[config.mk]
export PLATFORM = sky130hd
export DESIGN_NAME = mcp3201_responder
export DESIGN_NICKNAME = d
export VERILOG_FILES = /design/src/rtl/mcp3201_responder.sv
export SDC_FILE = /design/constraint.sdc
export NUM_CORES = 1
export LEC_CHECK = 0
export CORE_MARGIN = 2
export CORE_UTILIZATION = 45
export CTS_CLUSTER_DIAMETER = 100
export DETAILED_ROUTE_END_ITERATION = 16
export MAX_ROUTING_LAYER = met4
export PLACE_DENSITY = 0.63
export SETUP_SLACK_MARGIN = 0.2
export SLEW_MARGIN = 20
export SYNTH_ARGS = -nofsm -noshare
export SYNTH_HDL_FRONTEND = slang
export SYNTH_SLANG_ARGS = --single-unit
[constraint.sdc]
create_clock -name clock -period 3.25 [get_ports clock]
set_clock_uncertainty 0.1 [all_clocks]
set_input_delay 0.325 -clock clock [delete_from_list [all_inputs] [get_ports clock]]
set_output_delay 0.325 -clock clock [all_outputs]
set_load 0.01 [all_outputs]
[src/rtl/mcp3201_responder.sv]
// rtl/mcp3201_responder.sv - MCP3201 12-bit ADC serial output emulator (SPI slave side)
module mcp3201_responder #(
    parameter int SYNC_STAGES = 2,
    parameter bit REPEAT_LSB  = 1'b1
) (
    input  logic        clock,
    input  logic        reset,
    input  logic        spi_clk_i,
    input  logic        spi_ssn_i,
    output logic        spi_miso_o,
    output logic        spi_miso_oe_o,
    input  logic [11:0] sample_i,
    input  logic        sample_valid_i,
    output logic        sample_ready_o,
    output logic        conv_strb_o,
    output logic        underrun_o
);

    typedef enum logic [2:0] {
        ST_IDLE,
        ST_SAMPLE,
        ST_NULL,
        ST_MSB,
        ST_LSB,
        ST_ZERO
    } state_t;

    // Synchronizer chains plus one delay flop each for edge detection.
    // They are deliberately not reset so that a steady pin level produces no
    // spurious edge when reset is released.
    logic [SYNC_STAGES-1:0] sclk_sync;
    logic [SYNC_STAGES-1:0] ssn_sync;
    logic                   sclk_q;
    logic                   ssn_q;

    // Registered edge pulses
    logic sclk_fall;
    logic ssn_fall;
    logic ssn_rise;

    state_t      state;
    logic [4:0]  fcnt;
    logic [11:0] shift_data;
    logic        hold_full;
    logic [11:0] hold_data;

    // Falling-edge number being entered, and the bit indices it selects
    logic [4:0] fcnt_next;
    logic [3:0] msb_idx;
    logic [3:0] lsb_idx;

    // Oversample the asynchronous SPI pins into the system clock domain
    always_ff @(posedge clock) begin
        sclk_sync <= {sclk_sync[SYNC_STAGES-2:0], spi_clk_i};
        ssn_sync  <= {ssn_sync[SYNC_STAGES-2:0], spi_ssn_i};
        sclk_q    <= sclk_sync[SYNC_STAGES-1];
        ssn_q     <= ssn_sync[SYNC_STAGES-1];
    end

    // Turn level changes into single-cycle pulses; ssn_q is the level aligned with them
    always_ff @(posedge clock) begin
        if (reset) begin
            sclk_fall <= 1'b0;
            ssn_fall  <= 1'b0;
            ssn_rise  <= 1'b0;
        end else begin
            sclk_fall <= sclk_q & ~sclk_sync[SYNC_STAGES-1];
            ssn_fall  <= ssn_q & ~ssn_sync[SYNC_STAGES-1];
            ssn_rise  <= ~ssn_q & ssn_sync[SYNC_STAGES-1];
        end
    end

    // Saturating edge count and the shifter bit it addresses
    always_comb begin
        fcnt_next = (fcnt == 5'd31) ? 5'd31 : fcnt + 5'd1;
        msb_idx   = 4'(5'd14 - fcnt_next);
        lsb_idx   = 4'(fcnt_next - 5'd14);
    end

    assign sample_ready_o = ~hold_full;

    // Holding register, conversion start, edge counter and output FSM
    always_ff @(posedge clock) begin
        if (reset) begin
            state         <= ST_IDLE;
            fcnt          <= 5'd0;
            shift_data    <= 12'd0;
            hold_full     <= 1'b0;
            hold_data     <= 12'd0;
            spi_miso_o    <= 1'b0;
            spi_miso_oe_o <= 1'b0;
            conv_strb_o   <= 1'b0;
            underrun_o    <= 1'b0;
        end else begin
            conv_strb_o <= 1'b0;
            underrun_o  <= 1'b0;

            // A conversion start consumes the buffer; otherwise accept a new sample
            if (ssn_fall && hold_full) begin
                shift_data <= hold_data;
                hold_full  <= 1'b0;
            end else if (sample_valid_i && !hold_full) begin
                hold_data <= sample_i;
                hold_full <= 1'b1;
            end

            if (ssn_rise) begin
                // Deselect wins over any coincident clock edge
                state         <= ST_IDLE;
                spi_miso_oe_o <= 1'b0;
                spi_miso_o    <= 1'b0;
            end else if (ssn_fall) begin
                state         <= ST_SAMPLE;
                fcnt          <= 5'd0;
                spi_miso_oe_o <= 1'b0;
                spi_miso_o    <= 1'b0;
                conv_strb_o   <= 1'b1;
                underrun_o    <= ~hold_full;
            end else if (sclk_fall && !ssn_q) begin
                fcnt <= fcnt_next;
                case (state)
                    ST_SAMPLE: begin
                        if (fcnt_next == 5'd2) begin
                            state         <= ST_NULL;
                            spi_miso_oe_o <= 1'b1;
                            spi_miso_o    <= 1'b0;
                        end
                    end
                    ST_NULL: begin
                        state      <= ST_MSB;
                        spi_miso_o <= shift_data[11];
                    end
                    ST_MSB: begin
                        if (fcnt_next == 5'd15) begin
                            if (REPEAT_LSB) begin
                                state      <= ST_LSB;
                                spi_miso_o <= shift_data[1];
                            end else begin
                                state      <= ST_ZERO;
                                spi_miso_o <= 1'b0;
                            end
                        end else begin
                            spi_miso_o <= shift_data[msb_idx];
                        end
                    end
                    ST_LSB: begin
                        if (fcnt_next == 5'd26) begin
                            state      <= ST_ZERO;
                            spi_miso_o <= 1'b0;
                        end else begin
                            spi_miso_o <= shift_data[lsb_idx];
                        end
                    end
                    ST_ZERO: begin
                        spi_miso_o <= 1'b0;
                    end
                    default: begin
                        spi_miso_o <= 1'b0;
                    end
                endcase
            end
        end
    end

endmodule

# After elaboration in Yosys (flattened, before gate mapping)
# Index checks and enable logic that the tools add are counted.
# W data, S select, Z words.
# totals
input_bits	17
output_inout_bits	5
elab_cells	82
regBits	46
# classes
mux	18
n_bitwise	10
magnitude_cmp	2
n_addsub	3
n_reduce_logical	18
eq_ne	14
# op_table
op	n
$mux W5	3
$pmux W3 S4	1
$eq A5 B5 Y1 const B	2
$lt A4 B5 Y1 const B	2
$reduce_and A5 Y1	2
$mux W3	3
$ne A3 B3 Y1 const B	3
$bmux W1 S4	2
$mux W1	8
$not A1 Y1	7
$eq A3 B2 Y1 const B	2
$ne A2 B2 Y1 const B	3
$reduce_and A2 Y1	3
$reduce_or A3 Y1	2
$add A5 B1 Y5 const B	1
$eq A5 B2 Y1 const B	1
$eq A5 B4 Y1 const B	1
$reduce_bool A5 Y1	1
$pmux W1 S4	1
$reduce_bool A4 Y1	1
$reduce_or A2 Y1	2
$sub A4 B4 Y4 const A	1
$sub A4 B4 Y4 const B	1
$and A1 B1 Y1	3
6 further kinds	9

# Depth between registers and ports, before layout
# depth
word_depth	7
ltp_mapped	11

# Least setup slack after synthesis
# Ideal clock, no wire load.
# synth_timing
kind	register -> register
from	register fcnt[1]
to	register state[0]
arrival_ns	2.059
stages_incl_launch_ff	11
synth_period_minus_slack_ns	2.293
slack_ns	0.957
t_required_ns	3.017
path_buffers	1
cell_sequence	dfxtp_1 -> ha_1 -> buf_4 -> nand4_2 -> nand2_1 -> ha_1 -> o2111ai_2 -> a31o_1 -> a21oi_4 -> mux2i_1 -> a211oi_2
# synth_between
elab_chain_cells	5
word_cells_on_any_way	10
classes_between	add/sub: 1; eq/ne: 7; mux: 1; reduce/logical: 1
# synth_rtl
element	line	rtl
from (decl)	42	logic [4:0] fcnt;
from (signal assigned)	120	fcnt <= fcnt_next;
$add A5 B1 Y5 / $eq A5 B5 Y1 (equally long branches)	75	fcnt_next = (fcnt == 5'd31) ? 5'd31 : fcnt + 5'd1;
$mux W5 *	75	
$eq A5 B5 Y1 (tied with other cells)	147	if (fcnt_next == 5'd26) begin
$ne A3 B3 Y1 (no source line)	-	
$reduce_and A5 Y1 (no source line) *	-	
to (signal assigned)	85	state <= ST_IDLE;
to (signal assigned)	139	state <= ST_ZERO;
to (signal assigned)	148	state <= ST_ZERO;
to (decl)	41	state_t state;
# Mark *: on every way between the ends. The rest lies on a longest branch, timed or not.
# A chain may end at the register's enable or synchronous reset.

# Worst setup path after layout
# layout_timing
from	register fcnt[1]
to	register state[1]
# layout_between
elab_chain_cells	5
word_cells_on_any_way	10
classes_between	add/sub: 1; eq/ne: 7; mux: 1; reduce/logical: 1
# layout_rtl
element	line
$add A5 B1 Y5 / $eq A5 B5 Y1 (equally long branches)	75
$mux W5 *	75
$eq A5 B5 Y1 (tied with other cells)	147
$ne A2 B2 Y1 (no source line)	-
$reduce_and A5 Y1 (no source line) *	-
# Marked as above.

==> impl_metrics.env <==
export IMPL_run_status="completed"
export IMPL_cp_end_kind="flop"
export IMPL_synth_seq_cells=46
export IMPL_arrival_ns=2.82
export IMPL_track_usage=0.196
export IMPL_drt_initial_drc_count=125
export IMPL_power_density_nw_per_um2=418
export IMPL_finalCritPeriodShare=0.839
export IMPL_vdd_drop_max_mv=0.238
export IMPL_cts_root_buffer="clkbuf_8"
export IMPL_grt_max_degree=38
export IMPL_ys_warn_count=0
export IMPL_numCtsBuffers=5
export IMPL_place_congestion=0.914
export IMPL_path_clk_slew_ns=0.09
export IMPL_hold_viol=0
export IMPL_yosysTopAreaCellShare=0.402
export IMPL_worstRegToRegCells=9
export IMPL_cp_start_kind="flop"
export IMPL_clock_path_buffers=2
export IMPL_syn_area_um2=2290
export IMPL_reg2reg_from="fcnt[1]"
export IMPL_grt_pass1_wl_um=8340
export IMPL_viasPerCell=5.48
export IMPL_clock_sinks=46
export IMPL_drv_slew=0
export IMPL_crit_fanout=9
export IMPL_max_freq_mhz=367
export IMPL_post_cts_resized=0
export IMPL_drtPass1Iterations=4
export IMPL_yosysSeqAreaShare=0.402
export IMPL_critPathSlowestCell="dfxtp_1"
export IMPL_cts_tree="yes"
export IMPL_p_leak_nw=0.898
export IMPL_regArea_um2=921
export IMPL_synth_edf_count=0
export IMPL_grt_overflow_total=0
export IMPL_netlist_cell_type_count=59
export IMPL_rsz0062_at_grt="false"
export IMPL_fp_dieW_um=75.3
export IMPL_syn_num_nets=293
export IMPL_async_flop_share=0
export IMPL_wl_um=4740
export IMPL_grt_pass1_vias=1783
export IMPL_ant_nets=0
export IMPL_mostFrequentLayoutCells="nand2_1 (56), dfxtp_1 (46), a21oi_1 (35)"
export IMPL_syn_to_final_growth_pct=14.4
export IMPL_syn_inst=271
export IMPL_setup_viol_count_final=0
export IMPL_io_buffers=21
export IMPL_hp_class="reg -> reg"
export IMPL_core_region_area_um2=4820
export IMPL_critPathMaxStageDelay_ns=0.38
export IMPL_nFillCells=486
export IMPL_stdcell_area_um2=2620
export IMPL_hpwl_um=3400
export IMPL_final_common_cell="nand2_1"
export IMPL_path_buf_inv=0
export IMPL_maxCapViolCount=0
export IMPL_stdcell_count=352
export IMPL_path_common_cell="ha_1"
export IMPL_critical_path_startpoint="fcnt[1]"
export IMPL_drive_gt1_frac=0.0737
export IMPL_fin_crit_ns=2.73
export IMPL_syn_avg_cell_area_um2=8.44
export IMPL_antenna_found_initial=0
export IMPL_crit_cells=9
export IMPL_dieArea_um2=5670
export IMPL_multi_input_area_um2=1250
export IMPL_hold_ws_ns=0.233
export IMPL_nets=306
export IMPL_fin_tns_setup_ns=0
export IMPL_wl_per_cell_um=13.5
export IMPL_cp_cell_sequence="ha_1 > nand4_2 > nand2_1 > ha_1 > o2111ai_2 > a31o_1 > a21oi_4 > a21oi_1 > a311oi_1"
export IMPL_crit_type="reg -> reg"
export IMPL_row_count=25
export IMPL_yosys_area_top_type="dfxtp_1"
export IMPL_antenna_cells=0
export IMPL_clk_latency_ns=0.29
export IMPL_synthFlopType="dfxtp_1"
export IMPL_die_height_um=75.3
export IMPL_io_pins=22
export IMPL_hold_start="sclk_sync[0]"
export IMPL_post_cts_setup_buffers=0
export IMPL_min_path_cells=0
export IMPL_dpl_cell_area_um2=2510
export IMPL_worst_slew_pin_slew_ns=0.835
export IMPL_drcViolationCount=0
export IMPL_hold_buffers=0
export IMPL_critPathTopFamily="compound AO/OA/AOI/OAI gates"
export IMPL_max_slew_margin=0.442
export IMPL_post_place_cells=344
export IMPL_dr_total_vias=1930
export IMPL_htreeDepth=2
export IMPL_required_ns=3.35
export IMPL_start_util=0.475
export IMPL_synth_area_leaders="dfxtp_1 (40%), nand2_1 (9.2%), a21oi_1 (7.7%)"
[where the power goes]
part	internal, mW	switching (mW)
Sequential	0.581	0.0126
Clock	0.229	0.187
Combinational	0.0400	0.0435
[logic make-up (layout without fill, tap and decap cells)]
logic type                 count (synthesis)  after routing  share of synthesized area
muxes                                      9              9                     0.0508
DFF                                       46             46                      0.402
xor gates and xnor gates                   2              2                     0.0109
and+or+nand+nor                          112            112                      0.242
buffers and inverters                     25             39                     0.0525
adders and majority gates                  5              5                     0.0273
AOI/OAI and AO/OA                         72             72                      0.214
[sequential cells by signal, summed over array words and instances (netlist names)]
register,count
hold_data,12
shift_data,12
fcnt,5
state,3
sclk_sync,2
ssn_sync,2
conv_strb_o,1
hold_full,1
sclk_fall,1
sclk_q,1
spi_miso_o,1
spi_miso_oe_o,1
ssn_fall,1
ssn_q,1
ssn_rise,1
underrun_o,1
[area by class of cell]
cell class	instances	area share
Inverter	8	0.0115
Tap cell	67	0.0320
Timing Repair Buffer	23	0.0860
Multi-Input combinational cell	200	0.477
Sequential cell	46	0.352
Clock inverter	2	0.0143
Clock buffer	6	0.0277
[worst register-to-register path, stage by stage, from the launching register on]
cell and delay, ns:
dfxtp_1 0.38, ha_1 0.38, nand4_2 0.26, nand2_1 0.27, ha_1 0.21, o2111ai_2 0.19, a31o_1 0.30, a21oi_4 0.18
a21oi_1 0.10, a311oi_1 0.26
[cells in the mapped netlist (2+ instances only)]
cell type	number
a211oi_1	3
a21oi_1	35
a31oi_1	4
a32o_1	2
and2_1	2
and3_1	4
buf_2	3
buf_4	2
buf_6	2
clkbuf_1	9
dfxtp_1	46
ha_1	5
inv_1	8
mux2i_1	6
mux4_2	2
nand2_1	56
nand2b_1	3
nand3_1	4
nand3b_1	2
nand4_1	8
nor2_1	11
nor2b_1	4
nor3_1	3
nor3b_1	5
o211ai_1	2
o21a_1	2
o21ai_0	3
o21bai_1	3
o22ai_1	2
[final timing paths]
| path | end | slack (ns) |
|---|---|---|
| hold / removal | sclk_sync[1] | 0.23 |
| hold reg to reg | sclk_sync[1] | 0.23 |
| setup reg to reg | state[1] | 0.52 |
| setup / recovery | state[1] | 0.52 |
[per-stage QoR]
step                total power, mW  worst slack, ns  utilization
floorplan                     0.655            0.957            -
global placement              0.690            0.657        0.521
detailed placement            0.691            0.571        0.521
CTS                            1.11            0.521        0.543
global route                   1.15            0.287        0.543
finish                         1.09            0.525        0.543
[per-layer routing]
metal,up-vias,track usage,part of all wire
met2,57,0.293,0.47
met3,8,0.0370,0.040
met1,873,0.265,0.47
met5,-,-,0
li1,992,-,-
met4,0,0.0721,0.014
Note: power is estimated with default switching activity, not from simulation.
